<file path="config.mk">
export PLATFORM = sky130hd
export DESIGN_NAME = addsub_pipe
export DESIGN_NICKNAME = d
export VERILOG_FILES = /design/src/rtl/addsub_pkg.sv /design/src/rtl/addsub_slice.sv /design/src/rtl/addsub_pipe.sv
export SDC_FILE = /design/constraint.sdc
export NUM_CORES = 1
export LEC_CHECK = 0
export CAP_MARGIN = 40
export CORE_MARGIN = 1
export CORE_UTILIZATION = 45
export CTS_BUF_LIST = sky130_fd_sc_hd__clkbuf_2
export CTS_CLUSTER_SIZE = 10
export DETAILED_ROUTE_END_ITERATION = 7
export DONT_BUFFER_PORTS = 1
export MAX_ROUTING_LAYER = met4
export SYNTH_ARGS = -nofsm -noshare
export SYNTH_HDL_FRONTEND = slang
export SYNTH_SLANG_ARGS = --single-unit
</file>
<file path="constraint.sdc">
create_clock -name clk -period 8.5 [get_ports clk]
set_clock_uncertainty 0.15 [all_clocks]
set_input_delay 0.85 -clock clk [delete_from_list [all_inputs] [get_ports clk]]
set_output_delay 0.85 -clock clk [all_outputs]
set_load 0.01 [all_outputs]
</file>
<file path="src/rtl/addsub_pkg.sv">
// Shared definitions for the pipelined add/subtract unit: opcodes, flag bundle
// layout and the slice-width helper.
package addsub_pkg;

  localparam logic OP_ADD = 1'b0;
  localparam logic OP_SUB = 1'b1;

  typedef struct packed {
    logic cout;
    logic overflow;
    logic sign;
    logic zero;
  } flags_t;

  function automatic int slice_width(input int width, input int stages);
    return width / stages;
  endfunction

endpackage

</file>
<file path="src/rtl/addsub_slice.sv">
// One registered carry-chain slice: adds its own SW-bit field using the carry
// from the previous slice and forwards operands and partial result untouched.
module addsub_slice
  import addsub_pkg::*;
#(
  parameter int WIDTH = 32,
  parameter int SW    = 8,
  parameter int IDX   = 0
) (
  input  logic             clk,
  input  logic             rst,
  input  logic             load,
  input  logic             vld_in,
  input  logic             op_in,
  input  logic             carry_in,
  input  logic [WIDTH-1:0] a_in,
  input  logic [WIDTH-1:0] b_in,
  input  logic [WIDTH-1:0] s_in,
  output logic             vld,
  output logic             op,
  output logic             carry,
  output logic             carry_msb,
  output logic [WIDTH-1:0] a,
  output logic [WIDTH-1:0] b,
  output logic [WIDTH-1:0] s
);

  localparam int LO = IDX * SW;

  logic [SW:0]      sum;
  logic [WIDTH-1:0] s_nxt;
  logic             msb_c;

  always_comb begin
    sum   = {1'b0, a_in[LO +: SW]} + {1'b0, b_in[LO +: SW]} + {{SW{1'b0}}, carry_in};
    // Carry into the slice's top bit, recovered from sum ^ a ^ b at that bit.
    msb_c = sum[SW-1] ^ a_in[LO+SW-1] ^ b_in[LO+SW-1];
    s_nxt = s_in;
    s_nxt[LO +: SW] = sum[SW-1:0];
  end

  always_ff @(posedge clk or posedge rst) begin
    if (rst) begin
      vld       <= 1'b0;
      op        <= OP_ADD;
      carry     <= 1'b0;
      carry_msb <= 1'b0;
      a         <= '0;
      b         <= '0;
      s         <= '0;
    end else if (load) begin
      vld       <= vld_in;
      op        <= op_in;
      carry     <= sum[SW];
      carry_msb <= msb_c;
      a         <= a_in;
      b         <= b_in;
      s         <= s_nxt;
    end
  end

endmodule

</file>
<file path="src/rtl/addsub_pipe.sv">
// Pipelined add/subtract unit with valid/ready handshakes: the carry chain is
// cut into STAGES registered slices (skewed pipeline), flags formed at the end.
module addsub_pipe
  import addsub_pkg::*;
#(
  parameter int WIDTH  = 32,
  parameter int STAGES = 4
) (
  input  logic             clk,
  input  logic             rst,
  input  logic             in_valid,
  output logic             in_ready,
  input  logic             op,
  input  logic [WIDTH-1:0] a,
  input  logic [WIDTH-1:0] b,
  input  logic             cin,
  output logic             out_valid,
  input  logic             out_ready,
  output logic [WIDTH-1:0] s,
  output logic             cout,
  output logic             overflow,
  output logic             sign,
  output logic             zero
);

  localparam int SW = slice_width(WIDTH, STAGES);

  function automatic flags_t form_flags(input logic v, input logic is_sub,
                                        input logic c_out, input logic c_msb,
                                        input logic [WIDTH-1:0] r);
    flags_t f;
    f = '0;
    if (v) begin
      f.cout     = is_sub ? ~c_out : c_out;
      f.overflow = c_msb ^ c_out;
      f.sign     = r[WIDTH-1] ^ f.overflow;
      f.zero     = ~|r;
    end
    return f;
  endfunction

  logic             vld_p   [STAGES+1];
  logic             op_p    [STAGES+1];
  logic             carry_p [STAGES+1];
  logic             msb_p   [STAGES];
  logic [WIDTH-1:0] a_p     [STAGES+1];
  logic [WIDTH-1:0] b_p     [STAGES+1];
  logic [WIDTH-1:0] s_p     [STAGES+1];
  logic [STAGES:0]  rdy;
  flags_t           flags;
  logic             unused_bits;

  // Subtraction is a + ~b + ~cin, so inversion happens once at the entry.
  assign vld_p[0]   = in_valid;
  assign op_p[0]    = op;
  assign a_p[0]     = a;
  assign b_p[0]     = (op == OP_SUB) ? ~b : b;
  assign carry_p[0] = (op == OP_SUB) ? ~cin : cin;
  assign s_p[0]     = '0;

  // Stage k may load when it is empty or its content moves on this cycle.
  always_comb begin
    rdy         = '0;
    rdy[STAGES] = out_ready;
    for (int k = STAGES - 1; k >= 0; k--) begin
      rdy[k] = ~vld_p[k+1] | rdy[k+1];
    end
  end

  assign in_ready = rdy[0];

  for (genvar k = 0; k < STAGES; k++) begin : g_slice
    addsub_slice #(
      .WIDTH(WIDTH),
      .SW   (SW),
      .IDX  (k)
    ) u_slice (
      .clk      (clk),
      .rst      (rst),
      .load     (rdy[k]),
      .vld_in   (vld_p[k]),
      .op_in    (op_p[k]),
      .carry_in (carry_p[k]),
      .a_in     (a_p[k]),
      .b_in     (b_p[k]),
      .s_in     (s_p[k]),
      .vld      (vld_p[k+1]),
      .op       (op_p[k+1]),
      .carry    (carry_p[k+1]),
      .carry_msb(msb_p[k]),
      .a        (a_p[k+1]),
      .b        (b_p[k+1]),
      .s        (s_p[k+1])
    );
  end

  // Last stage: flags only describe a held result, so they read 0 when empty.
  assign flags = form_flags(vld_p[STAGES], op_p[STAGES] == OP_SUB,
                            carry_p[STAGES], msb_p[STAGES-1], s_p[STAGES]);

  assign out_valid = vld_p[STAGES];
  assign s         = s_p[STAGES];
  assign {cout, overflow, sign, zero} = flags;

  always_comb begin
    unused_bits = ^a_p[STAGES] ^ ^b_p[STAGES];
    for (int k = 0; k < STAGES - 1; k++) begin
      unused_bits = unused_bits ^ msb_p[k];
    end
  end

endmodule
</file>
==> tab_implementation.tex, run 1 <==
\begin{tabular}{lr}
\hline
Metric & Value \\
\hline
\multicolumn{2}{l}{\textbf{Finish}} \\
\quad Final net count & 1073 \\
\quad End-of-flow core utilization & 49.7\% \\
\quad Area of the multi-input gates & 3680 um2 \\
\quad Proportion of layout cells with a drive suffix above 1 & 4.69\% \\
\quad Area growth syn-to-layout & 7.68\% \\
\quad Area used by sequential logic in the layout & 4730 um2 \\
\quad Fill cell instance count of the final layout & 1850 \\
\multicolumn{2}{l}{\textbf{STA}} \\
\quad Setup repair after global routing missed its margin & false \\
\quad Count of endpoints failing setup in the final report & 0 \\
\quad Final sum of negative setup slack & 0 ns \\
\quad Final worst path period share & 51.3\% \\
\quad Final Hold Vio Count & 0 \\
\quad Slew at the pin closest to its max-slew limit & 0.828 ns \\
\quad Min Clock Period, post-route & 4.36 ns \\
\quad Worst max-slew margin expressed relative to the limit & 44.8\% \\
\quad Number of slew-limit violations in the final report & 0 \\
\quad Maximum clock frequency & 229 MHz \\
\multicolumn{2}{l}{\textbf{Die}} \\
\quad Vertical die dimension & 141 um \\
\quad Die Footprint & 19900 um2 \\
\quad Initial standard-cell utilization of the core & 46.2\% \\
\quad Die width & 141 um \\
\quad Number of placement rows & 50 \\
\quad I/O pin count & 108 \\
\quad Core region area & 18800 um2 \\
\multicolumn{2}{l}{\textbf{GRT}} \\
\quad Antenna violations before repair & 1 \\
\quad Vias in the first global route & 5841 \\
\quad Largest net degree at the start of global routing & 87 \\
\quad First-pass GRT wire length & 29600 um \\
\quad Leftover overflow at the end of global routing & 0 \\
\quad Total GRT Usage & 19.5\% \\
\multicolumn{2}{l}{\textbf{Routing}} \\
\quad DRC violations left & 0 \\
\quad Total number of vias & 6021 \\
\quad Residual antenna-violating net count after detailed routing & 0 \\
\quad Pre-Repair DR Iteration Count & 5 \\
\quad Wire length reported by the detailed router & 17300 um \\
\quad Number of design-rule violations left by the first detailed-router iteration & 348 \\
\quad Routed wirelength normalized by instance count & 14.0 um \\
\quad Via-to-Cell Ratio & 4.85 \\
\multicolumn{2}{l}{\textbf{Clock network}} \\
\quad Buffers from clock root to sink, at most & 2 \\
\quad CTS tree & built \\
\quad Clock buffer count from CTS & 17 \\
\quad Clock sink total & 189 \\
\quad Clock transition at the register clock pins on the worst setup and hold paths after CTS & 0.28 ns \\
\quad Clk\_lat worst skew & 0.75 ns \\
\quad Clock tree root buffer cell & clkbuf\_2 \\
\quad H-tree depth & 4 \\
\multicolumn{2}{l}{\textbf{Worst setup path}} \\
\quad Reg2Reg Capture Point & g\_slice[0].u\_slice.carry \\
\quad Critical path startpoint category & flip-flop \\
\quad Worst setup slack for register-to-register paths & 5.20 ns \\
\quad Worst Reg2Reg Path Length in Cells & 7 \\
\quad Critical path fanouts, max & 86 \\
\quad Crit path arrival time & 3.36 ns \\
\quad Critical path capture point type & output pin \\
\quad Data required time at the worst endpoint & 7.50 ns \\
\quad Critical path start-end classification & flip-flop to output pin \\
\quad R2R Path Start & g\_slice[3].u\_slice.vld \\
\multicolumn{2}{l}{\textbf{Min path}} \\
\quad Worst hold path endpoint & g\_slice[0].u\_slice.b[27] \\
\quad Number of cells on the worst hold path & 2 \\
\quad Hold path startpoint & b[27] \\
\quad Classification of the worst-slack hold path & input pin to flip-flop \\
\multicolumn{2}{l}{\textbf{Logic synthesis}} \\
\quad Top flip-flop cell by instance count after synthesis & dfrtp\_1 \\
\quad Warning count from the yosys run & 0 \\
\quad Mapped cell area & 8700 um2 \\
\quad Sequential fraction of the synthesis area & 54.4\% \\
\quad EDFF count, synth & 0 \\
\quad Post-Syn Instances & 957 \\
\quad Number of distinct library cells after synthesis & 43 \\
\quad Async set-reset flop share out of synthesis & 100\% \\
\quad Total nets after synthesis & 1063 \\
\quad Per-instance average area after synthesis & 9.09 um2 \\
\quad Yosys reg bits & 189 \\
\multicolumn{2}{l}{\textbf{Job}} \\
\quad Maximum Capacitance Violations & 0 \\
\multicolumn{2}{l}{\textbf{Place}} \\
\quad Port Buffers & 0 \\
\quad Detailed placement HPWL & 12000 um \\
\quad Final RePlAce weighted congestion & 0.826 \\
\multicolumn{2}{l}{\textbf{Pwr}} \\
\quad Pwr per Cell Area & 262 nW/um2 \\
\quad VDD IR-drop max & 0.000111 V \\
\quad Leak & 4.57 nW \\
\multicolumn{2}{l}{\textbf{Outcome}} \\
\quad Run status & complete, no violations \\
\hline
\end{tabular}
-- Yosys cell counts (5+ instances only) --
cell        n  area share (%)
nor2_1     20            0.86
nor4_1      6            0.43
o21ai_0    44             2.5
nand2b_1    7            0.50
clkbuf_1   22            0.95
dfrtp_1   189              54
fa_1        8             1.8
xor2_1     22             2.2
nand2_1   452              20
nor3_1      9            0.52
a21o_1      8            0.69
o31ai_1     5            0.43
inv_1       8            0.35
xnor2_1    34             3.4
a21oi_1    21             1.2
a211oi_1    6            0.52
buf_2      10            0.58
ha_1       28             4.0
buf_6       9             1.2
-- how the worst max path moves through the flow --
stage                                 from                  endpoint  slack (ns)  cells past startpoint
floorplan                              rst  g_slice[0].u_slice.a[10]        2.36                      1
global placement                 out_ready                  in_ready        4.60                      4
detailed placement               out_ready                  in_ready        4.56                      4
CTS                 g_slice[3].u_slice.vld                  in_ready        4.01                      4
global route        g_slice[3].u_slice.vld                  in_ready        3.76                      4
finish              g_slice[3].u_slice.vld                  in_ready        4.14                      4
-- per-layer routing --
layer	wire [um]	GRT usage [%]	vias up
met2	6980	26.4	128
met3	796	4.08	13
met1	9390	29.5	2786
met5	0	-	-
li1	-	-	3094
met4	142	4.63	0
-- worst max-delay path, stage by stage (launching register included) --
cell	delay, ns
dfrtp_1	0.57
and4b_2	0.27
buf_4	0.45
and2_4	0.78
inv_2	0.50
-- power by group --
| part | total, mW | switching, mW | internal [mW] |
|---|---|---|---|
| Combinational | 0.676 | 0.389 | 0.287 |
| Clock | 0.418 | 0.310 | 0.108 |
| Sequential | 1.36 | 0.215 | 1.15 |
-- cells in the final DEF (no fill, tap or decap), types with 6 or more instances in the layout --
cell | Yosys | final
dfrtp_1 | 189 | 189
o21ai_0 | 44 | 44
dlygate4sd3_1 | 0 | 27
buf_4 | 1 | 7
nor4_1 | 6 | 6
xor2_1 | 22 | 22
nand2b_1 | 7 | 7
a211oi_1 | 6 | 6
fa_1 | 8 | 8
a21oi_1 | 21 | 21
ha_1 | 28 | 28
clkbuf_2 | 1 | 18
xnor2_1 | 34 | 34
nand2_1 | 452 | 452
nor2_1 | 20 | 20
a21o_1 | 8 | 8
nor3_1 | 9 | 9
inv_1 | 8 | 7
-- state kept, by name, summed over array words and instances, names as in the netlist --
signal and count:
g_slice.u_slice.a 48, g_slice.u_slice.b 48, g_slice.u_slice.carry 4, g_slice.u_slice.carry_msb 1
g_slice.u_slice.op 4, g_slice.u_slice.s 80, g_slice.u_slice.vld 4
-- cell families (layout without fill, tap and decap cells) --
logic type                 Yosys count  count (layout)  synth area share, %
and+or+nand+nor                    515             515                 23.5
DFF                                189             189                 54.4
AOI/OAI and AO/OA                  107             107                 7.34
xor gates and xnor gates            56              56                 5.64
buffers and inverters               54              77                 3.31
adders and majority gates           36              36                 5.87
other                                0               1                    0
-- layout make-up --
| type | instances | share of cell area (%) |
|---|---|---|
| Timing Repair Buffer | 36 | 4.03 |
| Sequential cell | 189 | 50.5 |
| Clock inverter | 14 | 1.26 |
| Multi-Input combinational cell | 714 | 39.3 |
| Antenna cell | 1 | 0.0267 |
| Inverter | 9 | 0.414 |
| Clock buffer | 18 | 0.962 |
| Tap cell | 260 | 3.47 |
-- what timing repair did --
action                                 CTS  global route
setup buffers                            0             0
endpoints found under the hold margin   80             0
resized for setup                        0             0
hold buffers                            27             0
-- metrics by stage --
stage / hold WS, ns / total power [mW] / instance area (um2) / cells / setup slack, ns
after floorplan: 0.287 / 1.86 / 8700 / 957 / 2.36
after global placement: 0.300 / 2.04 / 8830 / 1179 / 4.60
after detailed placement: 0.306 / 2.06 / 8880 / 1181 / 4.56
after CTS: 0.0135 / 2.49 / 9360 / 1240 / 4.01
after global routing: 0.00313 / 2.66 / 9370 / 1241 / 3.76
final: 0.0882 / 2.46 / 9370 / 1241 / 4.14
No activity file was read; power rests on OpenSTA's default activity.
==> run 2: changes to the inputs <==
==> constraint.sdc (replaced) <==
create_clock -name clk -period 3.9 [get_ports clk]
set_clock_uncertainty 0.15 [all_clocks]
set_input_delay 0.39 -clock clk [delete_from_list [all_inputs] [get_ports clk]]
set_output_delay 0.39 -clock clk [all_outputs]
set_load 0.01 [all_outputs]
==> tab_implementation.tex, run 2 (synthesis gave the netlist of run 1 again) <==
\begin{tabular}{lr}
\hline
Metric & Value \\
\hline
\multicolumn{2}{l}{\textbf{Pwr}} \\
\quad Leak & 4.89 nW \\
\quad Share of power burned in the clock network & 17.5\% \\
\quad Fraction of power spent switching nets & 36.7\% \\
\quad Switching power & 2.03 mW \\
\quad Fraction of power consumed by sequential logic & 53.8\% \\
\quad Combinational Power Share & 28.7\% \\
\quad Internal & 3.50 mW \\
\quad Total Power & 5.53 mW \\
\quad Pwr per Cell Area & 547 nW/um2 \\
\quad VDD IR-drop max & 0.000266 V \\
\multicolumn{2}{l}{\textbf{Clock network}} \\
\quad Buffer count from post-CTS setup fixing & 0 \\
\quad Clock buffer count from CTS & 17 \\
\quad Clock tree root buffer cell & clkbuf\_2 \\
\quad CTS tree & built \\
\quad Number of buffers added to fix hold violations after cts & 98 \\
\quad Clock sink total & 189 \\
\quad H-tree depth & 4 \\
\quad Clk\_lat worst skew & 0.75 ns \\
\quad Clock transition at the register clock pins on the worst setup and hold paths after CTS & 0.27 ns \\
\quad PostCTS Resize Cnt & 0 \\
\quad Buffers from clock root to sink, at most & 2 \\
\multicolumn{2}{l}{\textbf{STA}} \\
\quad Min Clock Period, post-route & 3.43 ns \\
\quad Worst max-slew margin expressed relative to the limit & 45.6\% \\
\quad Final critical-path setup slack & 0.468 ns \\
\quad Setup repair after global routing missed its margin & false \\
\quad Final sum of negative setup slack & 0 ns \\
\quad Count of endpoints failing setup in the final report & 0 \\
\quad Slew at the pin closest to its max-slew limit & 0.814 ns \\
\quad Final Hold Vio Count & 0 \\
\quad Number of slew-limit violations in the final report & 0 \\
\quad Maximum clock frequency & 291 MHz \\
\quad Final worst path period share & 88.0\% \\
\multicolumn{2}{l}{\textbf{Finish}} \\
\quad Biggest regs & g\_slice.u\_slice.s (80), g\_slice.u\_slice.a (48), g\_slice.u\_slice.b (48) \\
\quad Most used cells in the layout excluding fill and tap cells & 452 x nand2\_1, 189 x dfrtp\_1, 98 x dlygate4sd3\_1 \\
\quad Final net count & 1146 \\
\quad Number of flip-flops in the largest register & 80 \\
\quad Most common cell after layout, fill and taps aside & nand2\_1 \\
\quad Area growth syn-to-layout & 16.4\% \\
\quad Proportion of layout cells with a drive suffix above 1 & 4.65\% \\
\quad Largest reg by FF count & g\_slice.u\_slice.s \\
\quad Final Instance Count excl. Fillers & 1314 \\
\multicolumn{2}{l}{\textbf{Die}} \\
\quad Initial standard-cell utilization of the core & 46.2\% \\
\quad Number of placement rows & 50 \\
\quad Vertical die dimension & 141 um \\
\quad I/O pin count & 108 \\
\quad Die Footprint & 19900 um2 \\
\quad Core region area & 18800 um2 \\
\quad Die width & 141 um \\
\multicolumn{2}{l}{\textbf{Worst setup path}} \\
\quad Stages on worst setup path & 10 \\
\quad Critical path startpoint category & input pin \\
\quad Crit path buf inv count & 3 \\
\quad Critical path capture point type & flip-flop \\
\quad Critical path fanouts, max & 3 \\
\quad Critical path start-end classification & input pin to flip-flop \\
\quad Largest delay contributor family on the critical path & buffers and inverters \\
\quad Worst path slowest cell & dlygate4sd3\_1 \\
\quad CP Cell Sequence & dlygate4sd3\_1 > fa\_1 > fa\_1 > a21o\_1 > a21oi\_1 > o21bai\_1 > a211oi\_1 > dlygate4sd3\_1 > o31ai\_1 > dlygate4sd3\_1 \\
\quad Library cell appearing most often on the critical path & dlygate4sd3\_1 \\
\quad Worst Reg2Reg Path Length in Cells & 8 \\
\quad Data required time at the worst endpoint & 4.39 ns \\
\quad Crit path arrival time & 3.92 ns \\
\quad Largest stage delay on the critical path & 0.60 ns \\
\multicolumn{2}{l}{\textbf{Place}} \\
\quad Final RePlAce weighted congestion & 0.785 \\
\quad Port Buffers & 0 \\
\quad Detailed placement HPWL & 12300 um \\
\quad Post-Place Setup Slack & 1.32 ns \\
\quad Number of cells in the design after placement & 1182 \\
\multicolumn{2}{l}{\textbf{Outcome}} \\
\quad Run status & complete, no violations \\
\multicolumn{2}{l}{\textbf{GRT}} \\
\quad Vias in the first global route & 6259 \\
\quad Leftover overflow at the end of global routing & 0 \\
\quad Total GRT Usage & 20.6\% \\
\quad Largest net degree at the start of global routing & 104 \\
\quad Antenna violations before repair & 1 \\
\quad First-pass GRT wire length & 31200 um \\
\multicolumn{2}{l}{\textbf{Min path}} \\
\quad Number of cells on the worst hold path & 3 \\
\quad Classification of the worst-slack hold path & input pin to flip-flop \\
\multicolumn{2}{l}{\textbf{Routing}} \\
\quad Total number of vias & 6443 \\
\quad Via-to-Cell Ratio & 4.90 \\
\quad Pre-Repair DR Iteration Count & 5 \\
\quad Number of design-rule violations left by the first detailed-router iteration & 458 \\
\quad Wire length reported by the detailed router & 19000 um \\
\quad Residual antenna-violating net count after detailed routing & 0 \\
\quad DRC violations left & 0 \\
\quad Routed wirelength normalized by instance count & 14.4 um \\
\multicolumn{2}{l}{\textbf{Job}} \\
\quad Maximum Capacitance Violations & 0 \\
\hline
\end{tabular}
[run 2: cell types whose count changed in the layout (fill, tap and decap cells not counted), moves of 2 or more]
cell / delta
clkinv_4: +2
buf_12: +3
inv_6: -3
buf_16: -2
dlygate4sd3_1: +71
[run 2: final timing paths]
path / startpoint / to / slack, ns
setup reg to reg: g_slice[3].u_slice.vld / g_slice[0].u_slice.carry / 0.64
max in group asynchronous: rst / g_slice[3].u_slice.s[11] / 1.66
min in group asynchronous: rst / g_slice[3].u_slice.s[10] / 0.50
hold / removal: a[24] / g_slice[0].u_slice.a[24] / 0.12
setup / recovery: a[0] / g_slice[0].u_slice.s[6] / 0.47
hold reg to reg: g_slice[0].u_slice.a[30] / g_slice[1].u_slice.a[30] / 0.33
[run 2: cell type report]
type	instances	area, um2
fill	1792	8710
clock inverter	14	144
tap	260	325
sequential	189	4730
inverter	9	37.5
antenna	1	2.50
timing repair buffer	109	1110
multi-input combinational	714	3680
clock buffer	18	90.1
[run 2: stage by stage]
step                      hold slack, ns  utilization, %  instance area (um2)
after detailed placement           0.275            47.2                 8880
after global routing              0.0366            53.7                10100
after CTS                        0.00201            53.7                10100
final                              0.120            53.7                10100
after global placement             0.287            47.1                 8870
after floorplan                    0.287               -                 8700
[run 2: power groups by stage]
stage / combinational, mW / clock [mW] / sequential, mW
final: 1.59 / 0.971 / 2.98
after global routing: 1.81 / 1.08 / 3.06
after CTS: 1.59 / 1.01 / 2.98
after detailed placement: 1.46 / 0 / 3.03
after global placement: 1.43 / 0 / 3.01
after floorplan: 1.18 / 0 / 2.89
[run 2: layer usage]
metal	routed length, um	track usage, %	up-vias	part of all wire [%]
met5	0	-	-	0
met3	825	3.91	10	4.4
met1	9620	29.3	3044	51
li1	-	-	3223	-
met2	8340	30.5	166	44
met4	162	5.26	0	0.85
[run 2: worst register-to-register path, cell delays in order (launching register included)]
cell           delay [ns]
dfrtp_1              0.55
and4b_2              0.32
and2_4               0.17
inv_2                0.49
nand2b_1             0.18
nor2_1               0.12
dlygate4sd3_1        0.56
a21oi_1              0.07
dlygate4sd3_1        0.57
